`config.mk`:
```
export PLATFORM = sky130hd
export DESIGN_NAME = dmem_access_sched
export DESIGN_NICKNAME = d
export VERILOG_FILES = /design/src/rtl/dmem_access_sched.sv
export SDC_FILE = /design/constraint.sdc
export NUM_CORES = 1
export LEC_CHECK = 0
export BUFFER_PORTS_ARGS = -buffer_cell sky130_fd_sc_hd__buf_2
export CAP_MARGIN = 20
export CORE_AREA = 2 2 68 44
export CTS_CLUSTER_DIAMETER = 40
export DETAILED_ROUTE_END_ITERATION = 12
export DIE_AREA = 0 0 70 46
export PLACE_DENSITY = 0.83
export SYNTH_ARGS = -nofsm -noshare
export SYNTH_HDL_FRONTEND = slang
export SYNTH_SLANG_ARGS = --single-unit
```
`constraint.sdc`:
```
create_clock -name clk -period 2.2 [get_ports clk]
set_input_delay 0 -clock clk [delete_from_list [all_inputs] [get_ports clk]]
set_output_delay 0 -clock clk [all_outputs]
set_load 0.01 [all_outputs]
```
`src/rtl/dmem_access_sched.sv`:
```
// dmem_access_sched: issues the D-memory read/write slot stream for every
// decoding iteration. Each cycle in RUN issues one slot (layer 0 addresses
// 0..NCYC-1, then layer 1 addresses 0..NCYC-1). The write for a slot follows
// its read by WR_DLY cycles through a valid shift register.
//
// state | meaning
// ------+---------------------------------------------------------------
// IDLE  | waiting for start; term flag held clear
// RUN   | one slot per cycle on rd_address/rd_layer, rd_en from iteration 1
// DRAIN | no new slots; waiting for the write pipeline to empty
// DONE  | single-cycle completion, done pulsed
module dmem_access_sched #(
    parameter int ADDRESSWIDTH = 5,
    parameter int NCYC         = 20,
    parameter int WR_DLY       = 6,
    parameter int IW           = 4
) (
    input  logic                    clk,
    input  logic                    rst,
    input  logic                    start,
    input  logic [IW-1:0]           max_iter,
    input  logic                    term_req,
    output logic                    rd_en,
    output logic [ADDRESSWIDTH-1:0] rd_address,
    output logic                    rd_layer,
    output logic                    wr_en,
    output logic                    first_iter,
    output logic [IW-1:0]           iter_cnt,
    output logic                    busy,
    output logic                    done
);

    typedef enum logic [1:0] {
        S_IDLE  = 2'd0,
        S_RUN   = 2'd1,
        S_DRAIN = 2'd2,
        S_DONE  = 2'd3
    } state_t;

    localparam logic [ADDRESSWIDTH-1:0] LAST_ADDR = ADDRESSWIDTH'(NCYC - 1);

    state_t                  state, state_n;
    logic                    term_flag, term_flag_n;
    logic [IW-1:0]           last_iter, last_iter_n;
    logic [WR_DLY-1:0]       wr_pipe, wr_pipe_n;
    logic [WR_DLY-1:0]       pipe_tail;

    logic                    rd_en_n;
    logic [ADDRESSWIDTH-1:0] rd_address_n;
    logic                    rd_layer_n;
    logic                    first_iter_n;
    logic [IW-1:0]           iter_cnt_n;
    logic                    busy_n;
    logic                    done_n;

    logic                    term_now;
    logic                    end_of_layer;
    logic                    final_slot;

    // The oldest pipeline bit is driving wr_en this cycle; any other set bit
    // means a write is still pending behind it.
    assign pipe_tail = wr_pipe << 1;
    assign wr_en     = wr_pipe[WR_DLY-1];

    // Next-state, next-slot and registered-output computation.
    always_comb begin
        state_n      = state;
        term_flag_n  = term_flag;
        last_iter_n  = last_iter;
        iter_cnt_n   = iter_cnt;
        rd_en_n      = 1'b0;
        rd_address_n = '0;
        rd_layer_n   = 1'b0;
        done_n       = 1'b0;
        term_now     = term_flag | term_req;
        end_of_layer = (rd_address == LAST_ADDR);
        final_slot   = end_of_layer && rd_layer && (iter_cnt == last_iter);

        // Every cycle spent in RUN has issued exactly one slot.
        wr_pipe_n = (wr_pipe << 1) | WR_DLY'(state == S_RUN);

        case (state)
            S_IDLE: begin
                term_flag_n = 1'b0;
                if (start) begin
                    state_n     = S_RUN;
                    iter_cnt_n  = '0;
                    // max_iter of 0 runs a single iteration
                    last_iter_n = (max_iter == '0) ? '0 : (max_iter - IW'(1));
                end
            end
            S_RUN: begin
                term_flag_n = term_now;
                if (end_of_layer && (final_slot || term_now)) begin
                    state_n = S_DRAIN;
                end else if (end_of_layer) begin
                    rd_layer_n = ~rd_layer;
                    if (rd_layer) begin
                        iter_cnt_n = iter_cnt + IW'(1);
                    end
                    rd_en_n = (iter_cnt_n != '0);
                end else begin
                    rd_address_n = rd_address + ADDRESSWIDTH'(1);
                    rd_layer_n   = rd_layer;
                    rd_en_n      = (iter_cnt != '0);
                end
            end
            S_DRAIN: begin
                if (pipe_tail == '0) begin
                    state_n = S_DONE;
                    done_n  = 1'b1;
                end
            end
            S_DONE: begin
                state_n = S_IDLE;
            end
            default: begin
                state_n = S_IDLE;
            end
        endcase

        first_iter_n = (state_n == S_RUN) && (iter_cnt_n == '0);
        busy_n       = (state_n != S_IDLE);
    end

    // State, control and output registers; reset drops everything including
    // in-flight writes.
    always_ff @(posedge clk) begin
        if (rst) begin
            state      <= S_IDLE;
            term_flag  <= 1'b0;
            last_iter  <= '0;
            wr_pipe    <= '0;
            rd_en      <= 1'b0;
            rd_address <= '0;
            rd_layer   <= 1'b0;
            first_iter <= 1'b0;
            iter_cnt   <= '0;
            busy       <= 1'b0;
            done       <= 1'b0;
        end else begin
            state      <= state_n;
            term_flag  <= term_flag_n;
            last_iter  <= last_iter_n;
            wr_pipe    <= wr_pipe_n;
            rd_en      <= rd_en_n;
            rd_address <= rd_address_n;
            rd_layer   <= rd_layer_n;
            first_iter <= first_iter_n;
            iter_cnt   <= iter_cnt_n;
            busy       <= busy_n;
            done       <= done_n;
        end
    end

endmodule

```
==> results.md, run 1 <==
* Final Power at roughly 0.9 mW
* Min-Delay Path Class: primary input to register
* Placed cell count at just over 200
* Max-cap violations at 0
* R2r worst-path depth at 7
* Initial cell density of the core at roughly half
* Worst-Margin Slew at roughly 440 ps
* Synthesized area at between 1000 and 1500 um2
* RR Endpoint: iter_cnt[2]$_SDFF_PP0_
* Post-CTS setup buffers at 0
* Worst path required time at ~2400 ps
* CORE AREA at between 2000 and 3000 um2
* Slew margin rel. at approximately 70%
* Drt total wl at 3.04 mm
* Post-CTS Hold Fix Bufs at 0
* Hpwl dp at about 2.3 mm
* GPL Wtd Cong at ~0.96
* Total number of yosys warnings at 0
* Clock Latency Late Sink at around 280 ps
* Largest net degree at the start of global routing at 20
* Non-Filler Instances at between 200 and 250
* Layout filler cell count at around 240
* Initial antenna violation count at 0
* CP delay by family, top: simple AND/OR/NAND/NOR gates
* DRT iter0 DRCs at ~110
* Number of global-route vias before repair at approximately 1,000
* HP Start: term_req
* RSZ-0062 raised after global routing: no
* Worst VDD drop at about 390 uV
* Flop-to-flop setup slack at ~130 ps
* Final setup vio count at 0
* Crit start category: register
* Worst clock skew at approximately 4.1 ps
* CP bufs+invs at 0
* TritonCTS buffer count at 3
* Syn Area/Cell at roughly 8.7 um2
* Critical Path End Type: register
* Fmax at a little under 500 MHz
* Final global-route overflow total at 0
* Antenna diodes at 0
* Distinct cell type count after synthesis at 42
* Outcome: finished clean
* Clk root buf: clkbuf_8
* Initial DRT Pass Iterations at 4
* Site Rows at 15
* Post-CTS sizing at 0
* Lkg Pwr at 0.636 nW
* Async S/R FF share, synth at 0%
* Layout cell share with drive strength beyond 1 at 22.6%
* Via count at between 1,000 and 1,500
* WHS Path Cells at 3
* Fin Hold WS at roughly 38 ps
* DRC viols at 0
* Post-synth EDFFs at 0
* CTS tree: built
* Max Root-Sink Buffers at 2
* Placed Area at roughly 1500 um2
* Post-route ant nets at 0
* WP data arrival at roughly 2300 ps
* GRT Overall Usage at between 15 and 20%
* Register area share after synthesis at 40.6%
* Hold Vio Cnt, Final at 0
* Hold endpoint: term_flag$_SDFFE_PP0N_
* Top_reg_cell synth: dfxtp_1
* Slowest stage cell, crit path: or3b_4
* Cell count after synthesis at roughly 150
* Net Count, Synth at 164
* Reg clk slew, reported paths at 100 ps
* Crit Path Class: register to register
* Area delta synth->final at 15.2%
* Die area at around 3200 um2
* Synthesized flop and latch total at 27
* DR vias/cell at 5.68
* CTS Sinks at 27
* I/O pin total at 23
* Design area at between 1500 and 2000 um2
* Die H at between 40 and 50 um
* Die extent in x at ~70 um
* Crit path cell chain: ha_1, and4bb_2, nand3_4, or3b_4, nand3_1, o311ai_2, and2b_2
* Final worst path period share at 94.3%
* Setup tns final at 0 ps
* Slew Viols, Final at 0
* CP max stage delay at between 400 and 500 ps
* First-pass GRT wire length at between 4 and 5 mm
* Worst R2R Start: rd_address[0]$_SDFF_PP0_
* Final nets at around 190
* Crit-path max FO at 6
* Port Buf Inserts at 22
* Post-layout min period at 2070 ps
* H-Tree Depth at 1
* Pwr/cell area at between 500 and 600 nW/um2
* Routed wire length per instance at approximately 14 um
[placed cells by master, fill, tap and decap left out, types with 5 or more instances in the layout]
master    n
nor3_1    5
dfxtp_1  27
nand3_1   6
nor2b_1   6
a21oi_1  16
buf_2    22
nor2_1   14
inv_1     7
nand2_1   9
xor2_1    5
o21ai_0  11
[worst max-delay path by stage]
stage / endpoint / slack (ps) / cells past startpoint / start
CTS: iter_cnt[2]$_SDFF_PP0_ / 130 / 7 / rd_address[0]$_SDFF_PP0_
global route: iter_cnt[2]$_SDFF_PP0_ / 60 / 7 / rd_address[0]$_SDFF_PP0_
floorplan: iter_cnt[2]$_SDFF_PP0_ / 250 / 7 / rd_address[0]$_SDFF_PP0_
global placement: iter_cnt[2]$_SDFF_PP0_ / 260 / 7 / rd_address[0]$_SDFF_PP0_
detailed placement: iter_cnt[2]$_SDFF_PP0_ / 160 / 7 / rd_address[0]$_SDFF_PP0_
finish: iter_cnt[2]$_SDFF_PP0_ / 130 / 7 / rd_address[0]$_SDFF_PP0_
[power breakdown]
part	internal (mW)	switching (mW)	leakage, nW
logic	0.0304	0.0498	0.391
clock network	0.133	0.163	0.0261
registers	0.501	0.0101	0.220
total	0.665	0.223	0.636
[worst min-delay path: cells and delay by family]
family                 cells  cell delay (ps)
AOI/OAI and AO/OA          1               60
and+or+nand+nor            1              110
buffers and inverters      1              100
[synth_stat cells, types with 5 or more instances]
library cell  number  area (um2)
a21oi_1           16        80.1
dfxtp_1           27         541
inv_1              7        26.3
nand2_1            9        33.8
nand3_1            6        30.0
nor2_1            14        52.6
nor2b_1            6        37.5
nor3_1             5        25.0
o21ai_0           11        55.1
xor2_1             5        43.8
[cell type report]
class	count	area [um2]	area share (%)
Sequential cell	27	541	35.3
Clock buffer	3	41.3	2.69
Timing Repair Buffer	26	140	9.14
Multi-Input combinational cell	113	733	47.8
Inverter	7	26.3	1.71
Clock inverter	1	8.76	0.571
Tap cell	34	42.5	2.78
[metrics by stage]
stage	util (%)	worst slack, ps
floorplan	-	247
global route	57.5	60.6
finish	57.5	126
detailed placement	55.6	163
global placement	55.6	256
CTS	57.5	128
[flip-flops by register name, indices dropped and copies added (netlist names)]
signal / count
iter_cnt: 4
busy: 1
done: 1
rd_en: 1
first_iter: 1
last_iter: 4
state: 2
wr_pipe: 6
term_flag: 1
rd_layer: 1
rd_address: 5
[cell families (layout without fill, tap and decap cells)]
family	Yosys count	in the layout	synth area share, %
AO/OA/AOI/OAI	43	43	20.7
XOR/XNOR	6	6	3.95
adder cells (fa/ha/maj)	3	3	2.82
buffers and inverters	13	37	4.23
flip-flops	27	27	40.6
AND/OR/NAND/NOR	61	61	27.7
[layer usage]
layer | track usage (%) | vias to the layer above | wire length [um]
met1 | 26.1 | 558 | 1360
met5 | 0 | - | 0
met4 | 6.15 | 0 | 18
met2 | 32.0 | 41 | 1410
li1 | - | 598 | -
met3 | 4.87 | 2 | 245
Power figures use the tool's default switching activity.
==> run 2: changes to the inputs <==
--- a/config.mk
+++ b/config.mk
@@ -5,7 +5,7 @@
 export SDC_FILE = /design/constraint.sdc
 export NUM_CORES = 1
 export LEC_CHECK = 0
-export BUFFER_PORTS_ARGS = -buffer_cell sky130_fd_sc_hd__buf_2
+export BUFFER_PORTS_ARGS = -buffer_cell sky130_fd_sc_hd__buf_4
 export CAP_MARGIN = 20
 export CORE_AREA = 2 2 68 44
 export CTS_CLUSTER_DIAMETER = 40
==> run 2 against run 1 <==
Net effect:
- power about the same
- register-to-register slack improved by 40 ps
- via count decreased by 1.5%
- largest power group unchanged
==> results.md, run 2 (synthesis results as in run 1) <==
* Post-CTS setup buffers at 0
* TritonCTS buffer count at 3
* Die extent in x at 70 um
* Area delta synth->final at 19.4%
* Most frequent cells in the layout: dfxtp_1, buf_4, a21oi_1, nor2_1, o21ai_0
* DRC viols at 0
* Crit-path max FO at 6
* Largest regs: wr_pipe x6, rd_address x5
* Die area at about 3200 um2
* Initial antenna violation count at 0
* Crit Path Class: register to register
* CORE AREA at around 2700 um2
* Max-cap violations at 0
* H-Tree Depth at 1
* Lkg Pwr at 0.642 nW
* Hpwl dp at around 2.1 mm
* Final Power at 0.888 mW
* Outcome: finished clean
* Commonest non-fill, non-tap cell in the layout: dfxtp_1
* Site Rows at 15
* Antenna diodes at 0
* CTS Sinks at 27
* WP data arrival at 2220 ps
* Largest net degree at the start of global routing at 20
* Layout cell share with drive strength beyond 1 at a little under a quarter
* Drt total wl at roughly 3 mm
* Port Buf Inserts at 22
* Pwr/cell area at between 500 and 600 nW/um2
* Layout filler cell count at around 240
* First-pass GRT wire length at roughly 4.8 mm
* Post-CTS sizing at 0
* Clk root buf: clkbuf_8
* Final setup vio count at 0
* Worst-Margin Slew at around 450 ps
* Final worst path period share at between 90% and 100%
* GPL Wtd Cong at 0.957
* Final global-route overflow total at 0
* Worst clock skew at between 2 and 3 ps
* Hold Vio Cnt, Final at 0
* Post-layout min period at 2040 ps
* Fmax at ~490 MHz
* Slew margin rel. at 70.1%
* Crit start category: register
* Max Root-Sink Buffers at 2
* Critical Path End Type: register
* Worst VDD drop at between 300 and 400 uV
* RSZ-0062 raised after global routing: no
* Setup tns final at 0 ps
* Worst path required time at 2380 ps
* Die H at 46 um
* Initial DRT Pass Iterations at 4
* Top reg by flops: wr_pipe
* I/O pin total at 23
* Number of global-route vias before repair at approximately 1,000
* Reg clk slew, reported paths at about 90 ps
* CTS tree: built
* Number of flip-flops in the largest register at 6
* Clock Latency Late Sink at between 200 and 300 ps
* Routed wire length per instance at 14.0 um
* Final nets at between 150 and 200
* GRT Overall Usage at 19.9%
* Min-Delay Path Class: primary input to register
* WHS Path Cells at 2
* Fin Hold WS at about 25 ps
* Slew Viols, Final at 0
* Post-CTS Hold Fix Bufs at 0
* Post-route ant nets at 0
* R2r worst-path depth at 7
* Flop-to-flop setup slack at 160 ps
* DR vias/cell at between 5 and 6
* Initial cell density of the core at between 40% and 50%
* Via count at about 1,200
* DRT iter0 DRCs at 66
==> run 2: worst max-delay path: stages, from the launching register on <==
cell,delay [ps]
dfxtp_1,380
ha_1,270
and4bb_2,330
nand3_4,120
or3b_4,400
nand3_1,100
o311ai_2,120
and2b_2,210
==> run 2: layout make-up <==
type | count | area [um2] | share of cell area (%)
clock buffer | 3 | 41.3 | 2.60
tap | 34 | 42.5 | 2.68
timing repair buffer | 26 | 195 | 12.3
sequential | 27 | 541 | 34.0
clock inverter | 1 | 8.76 | 0.552
inverter | 7 | 26.3 | 1.65
multi-input combinational | 113 | 733 | 46.2
==> run 2: worst paths after layout <==
kind                                 end                     start
setup / recovery  iter_cnt[2]$_SDFF_PP0_  rd_address[0]$_SDFF_PP0_
hold / removal    iter_cnt[3]$_SDFF_PP0_                       rst
setup reg to reg  iter_cnt[2]$_SDFF_PP0_  rd_address[0]$_SDFF_PP0_
hold reg to reg    wr_pipe[4]$_SDFF_PP0_     wr_pipe[3]$_SDFF_PP0_
==> run 2: routing by layer <==
metal	global-route usage, %	wire length, um	vias to the layer above
met5	0	0	-
met4	4.62	31	0
met3	5.97	208	6
met2	32.4	1300	37
li1	-	-	595
met1	26.5	1410	543
==> run 2: where the power goes <==
| part | internal (mW) | total, mW | switching [mW] |
|---|---|---|---|
| clock | 0.133 | 0.292 | 0.159 |
| sequential | 0.501 | 0.512 | 0.0104 |
| combinational | 0.0360 | 0.0844 | 0.0484 |
| total | 0.670 | 0.888 | 0.218 |
==> run 2: stage by stage <==
step                std cells  instance area, um2  util, %  setup WS [ps]
floorplan                 153                1330        -            247
global placement          207                1540     57.7            249
detailed placement        207                1540     57.7            186
CTS                       211                1590     59.6            155
global route              211                1590     59.6           17.3
finish                    211                1590     59.6            164
==> run 3: changes to the inputs <==
--- a/config.mk
+++ b/config.mk
@@ -7,11 +7,12 @@
 export LEC_CHECK = 0
 export BUFFER_PORTS_ARGS = -buffer_cell sky130_fd_sc_hd__buf_4
 export CAP_MARGIN = 20
-export CORE_AREA = 2 2 68 44
+export CORE_AREA = 2 2 71 46
 export CTS_CLUSTER_DIAMETER = 40
 export DETAILED_ROUTE_END_ITERATION = 12
-export DIE_AREA = 0 0 70 46
-export PLACE_DENSITY = 0.83
+export DIE_AREA = 0 0 73 48
+export PLACE_DENSITY = 0.8
+export RECOVER_POWER = 50
 export SYNTH_ARGS = -nofsm -noshare
 export SYNTH_HDL_FRONTEND = slang
 export SYNTH_SLANG_ARGS = --single-unit
==> constraint.sdc (replaced) <==
create_clock -name clk -period 1.7 [get_ports clk]
set_input_delay 0 -clock clk [delete_from_list [all_inputs] [get_ports clk]]
set_output_delay 0 -clock clk [all_outputs]
set_load 0.01 [all_outputs]
==> run 3 against run 2 <==
Net effect:
- the run now ends with setup timing left
- combinational power up 80%
- critical path depth rose by 1
- via count rose by 14%
- routed wire length up 31%
==> results.md, run 3 (synthesis results as in run 1) <==
* Comb pwr share at around 13%
* Final worst path period share at 109%
* Number of flip-flops in the largest register at 6
* Slew margin rel. at 70.5%
* Setup ws final at -155 ps
* Max Root-Sink Buffers at 2
* Routed wire length per instance at 16.6 um
* Setup tns final at -483 ps
* I/O pin total at 23
* Site Rows at 15
* Placed Area at between 1500 and 2000 um2
* CTS tree: built
* RSZ-0062 raised after global routing: yes
* Worst path required time at 1900 ps
* DR vias/cell at a little under 6
* Die H at ~48 um
* Die area at roughly 3500 um2
* Critical Path End Type: register
* Fmax at 539 MHz
* Initial DRT Pass Iterations at 4
* Clk root buf: clkbuf_8
* Worst VDD drop at 594 uV
* GPL Wtd Cong at roughly 1
* R2r worst-path depth at 8
* Die extent in x at between 70 and 80 um
* Non-Filler Instances at between 200 and 250
* Min-Delay Path Class: primary input to register
* Design area at about 1800 um2
* Largest regs: wr_pipe x6, rd_address x5
* Reg area at approximately 550 um2
* Clock Latency Late Sink at around 270 ps
* DRT iter0 DRCs at around 160
* Sw Share at 25.6%
* TritonCTS buffer count at 3
* Worst clock skew at 7.85 ps
* Multi-input gate area at 850 um2
* Crit Path Class: register to register
* Post-route ant nets at 0
* Drt total wl at ~3.9 mm
* Number of global-route vias before repair at between 1,000 and 1,500
* CORE AREA at 2800 um2
* Crit start category: register
* Worst-Margin Slew at 440 ps
* Largest net degree at the start of global routing at 20
* NetSw at about 0.3 mW
* Initial antenna violation count at 0
* Reg clk slew, reported paths at ~100 ps
* DRC viols at 0
* Layout cell share with drive strength beyond 1 at about a third
* Via count at roughly 1,300
* First-pass GRT wire length at ~5.7 mm
* Final global-route overflow total at 0
* Final setup vio count at 6
* Hpwl dp at around 2.6 mm
* Final core occ at approximately 66%
* Placed cell count at 224
* H-Tree Depth at 1
* Internal at about 0.88 mW
* Layout filler cell count at 217
* Most frequent cells in the layout: buf_4, dfxtp_1, a21oi_1, nor2_1, o21ai_0
* Max-cap violations at 0
* Final Power at 1.18 mW
* Commonest non-fill, non-tap cell in the layout: buf_4
* Top reg by flops: wr_pipe
* Antenna diodes at 0
* CTS Sinks at 27
* WP data arrival at between 2000 and 2500 ps
* Clk pwr share at around 31%
* Hold Vio Cnt, Final at 0
* WHS Path Cells at 2
* Pwr/cell area at approximately 640 nW/um2
* Slew Viols, Final at 0
* Post-layout min period at 1850 ps
* Lkg Pwr at around 0.72 nW
* Area delta synth->final at 38.3%
* Crit-path max FO at 4
* Sequential share of power at between 50% and 60%
* GRT Overall Usage at between 20% and 30%
* Outcome: finished with violations
* Initial cell density of the core at approximately 48%
* Port Buf Inserts at 22
* Final nets at 210
* Failing checks: setup timing
## run 3: changes by cell type in the layout (fill, tap and decap cells not counted), moves of 3 or more
| cell | before | now |
|---|---|---|
| dfxtp_1 | 27 | 22 |
| clkbuf_1 | 0 | 8 |
| dfxtp_2 | 0 | 3 |
| buf_4 | 26 | 39 |
| xor2_1 | 5 | 1 |
| xor2_2 | 0 | 4 |
## run 3: routing by layer
metal,up-vias,share of wire [%],GRT usage (%),wire [um]
met5,-,0,0,0
met1,643,44,28.6,1710
met2,71,46,35.7,1770
met3,6,8.7,5.89,336
met4,0,0.88,7.41,34
li1,629,-,-,-
## run 3: cell type report
class,instances,share of cell area [%]
inverters,7,1.43
clock inverters,1,0.272
flip-flops and latches,27,30.0
well taps,34,2.31
repair buffers,47,17.6
clock buffers,3,2.24
multi-input cells,113,46.2
## run 3: per-stage QoR
| step | hold WS [ps] | setup slack, ps |
|---|---|---|
| CTS | 28.1 | -73.5 |
| global route | 35.8 | -279 |
| finish | 30.4 | -155 |
| detailed placement | 315 | -120 |
| floorplan | 192 | -105 |
| global placement | 306 | -25.6 |
## run 3: worst max-delay path, cell delays in order, from the launching register on
cell	delay, ps
dfxtp_4	370
ha_4	120
and4bb_2	270
nand3_4	90
buf_4	170
o21a_1	170
o21ai_0	290
nand4_1	160
nor3_2	150
## run 3: power groups by stage
stage               logic [mW]  registers, mW  clock network (mW)
finish                   0.152          0.659               0.367
global route             0.161          0.660               0.399
CTS                      0.133          0.657               0.373
detailed placement       0.130          0.671                   0
global placement         0.125          0.670                   0
floorplan               0.0705          0.672                   0
## run 3: final timing paths
kind / startpoint / to / slack [ps]
worst max register to register: rd_address[1]$_SDFF_PP0_ / first_iter$_SDFF_PP0_ / -150
worst max-delay path: rd_address[1]$_SDFF_PP0_ / first_iter$_SDFF_PP0_ / -150
worst min register to register: wr_pipe[3]$_SDFF_PP0_ / wr_pipe[4]$_SDFF_PP0_ / 470
worst min-delay path: rst / iter_cnt[1]$_SDFF_PP0_ / 30
## run 3: timing repair
| item | 4_1_cts | 5_1_grt |
|---|---|---|
| hold buffers | 0 | 0 |
| setup buffers | 2 | 3 |
| endpoints found under the hold margin | 0 | 0 |
| endpoints found under the setup margin | 5 | 7 |
| resized for setup | 3 | 15 |
| pin swaps | 5 | 7 |
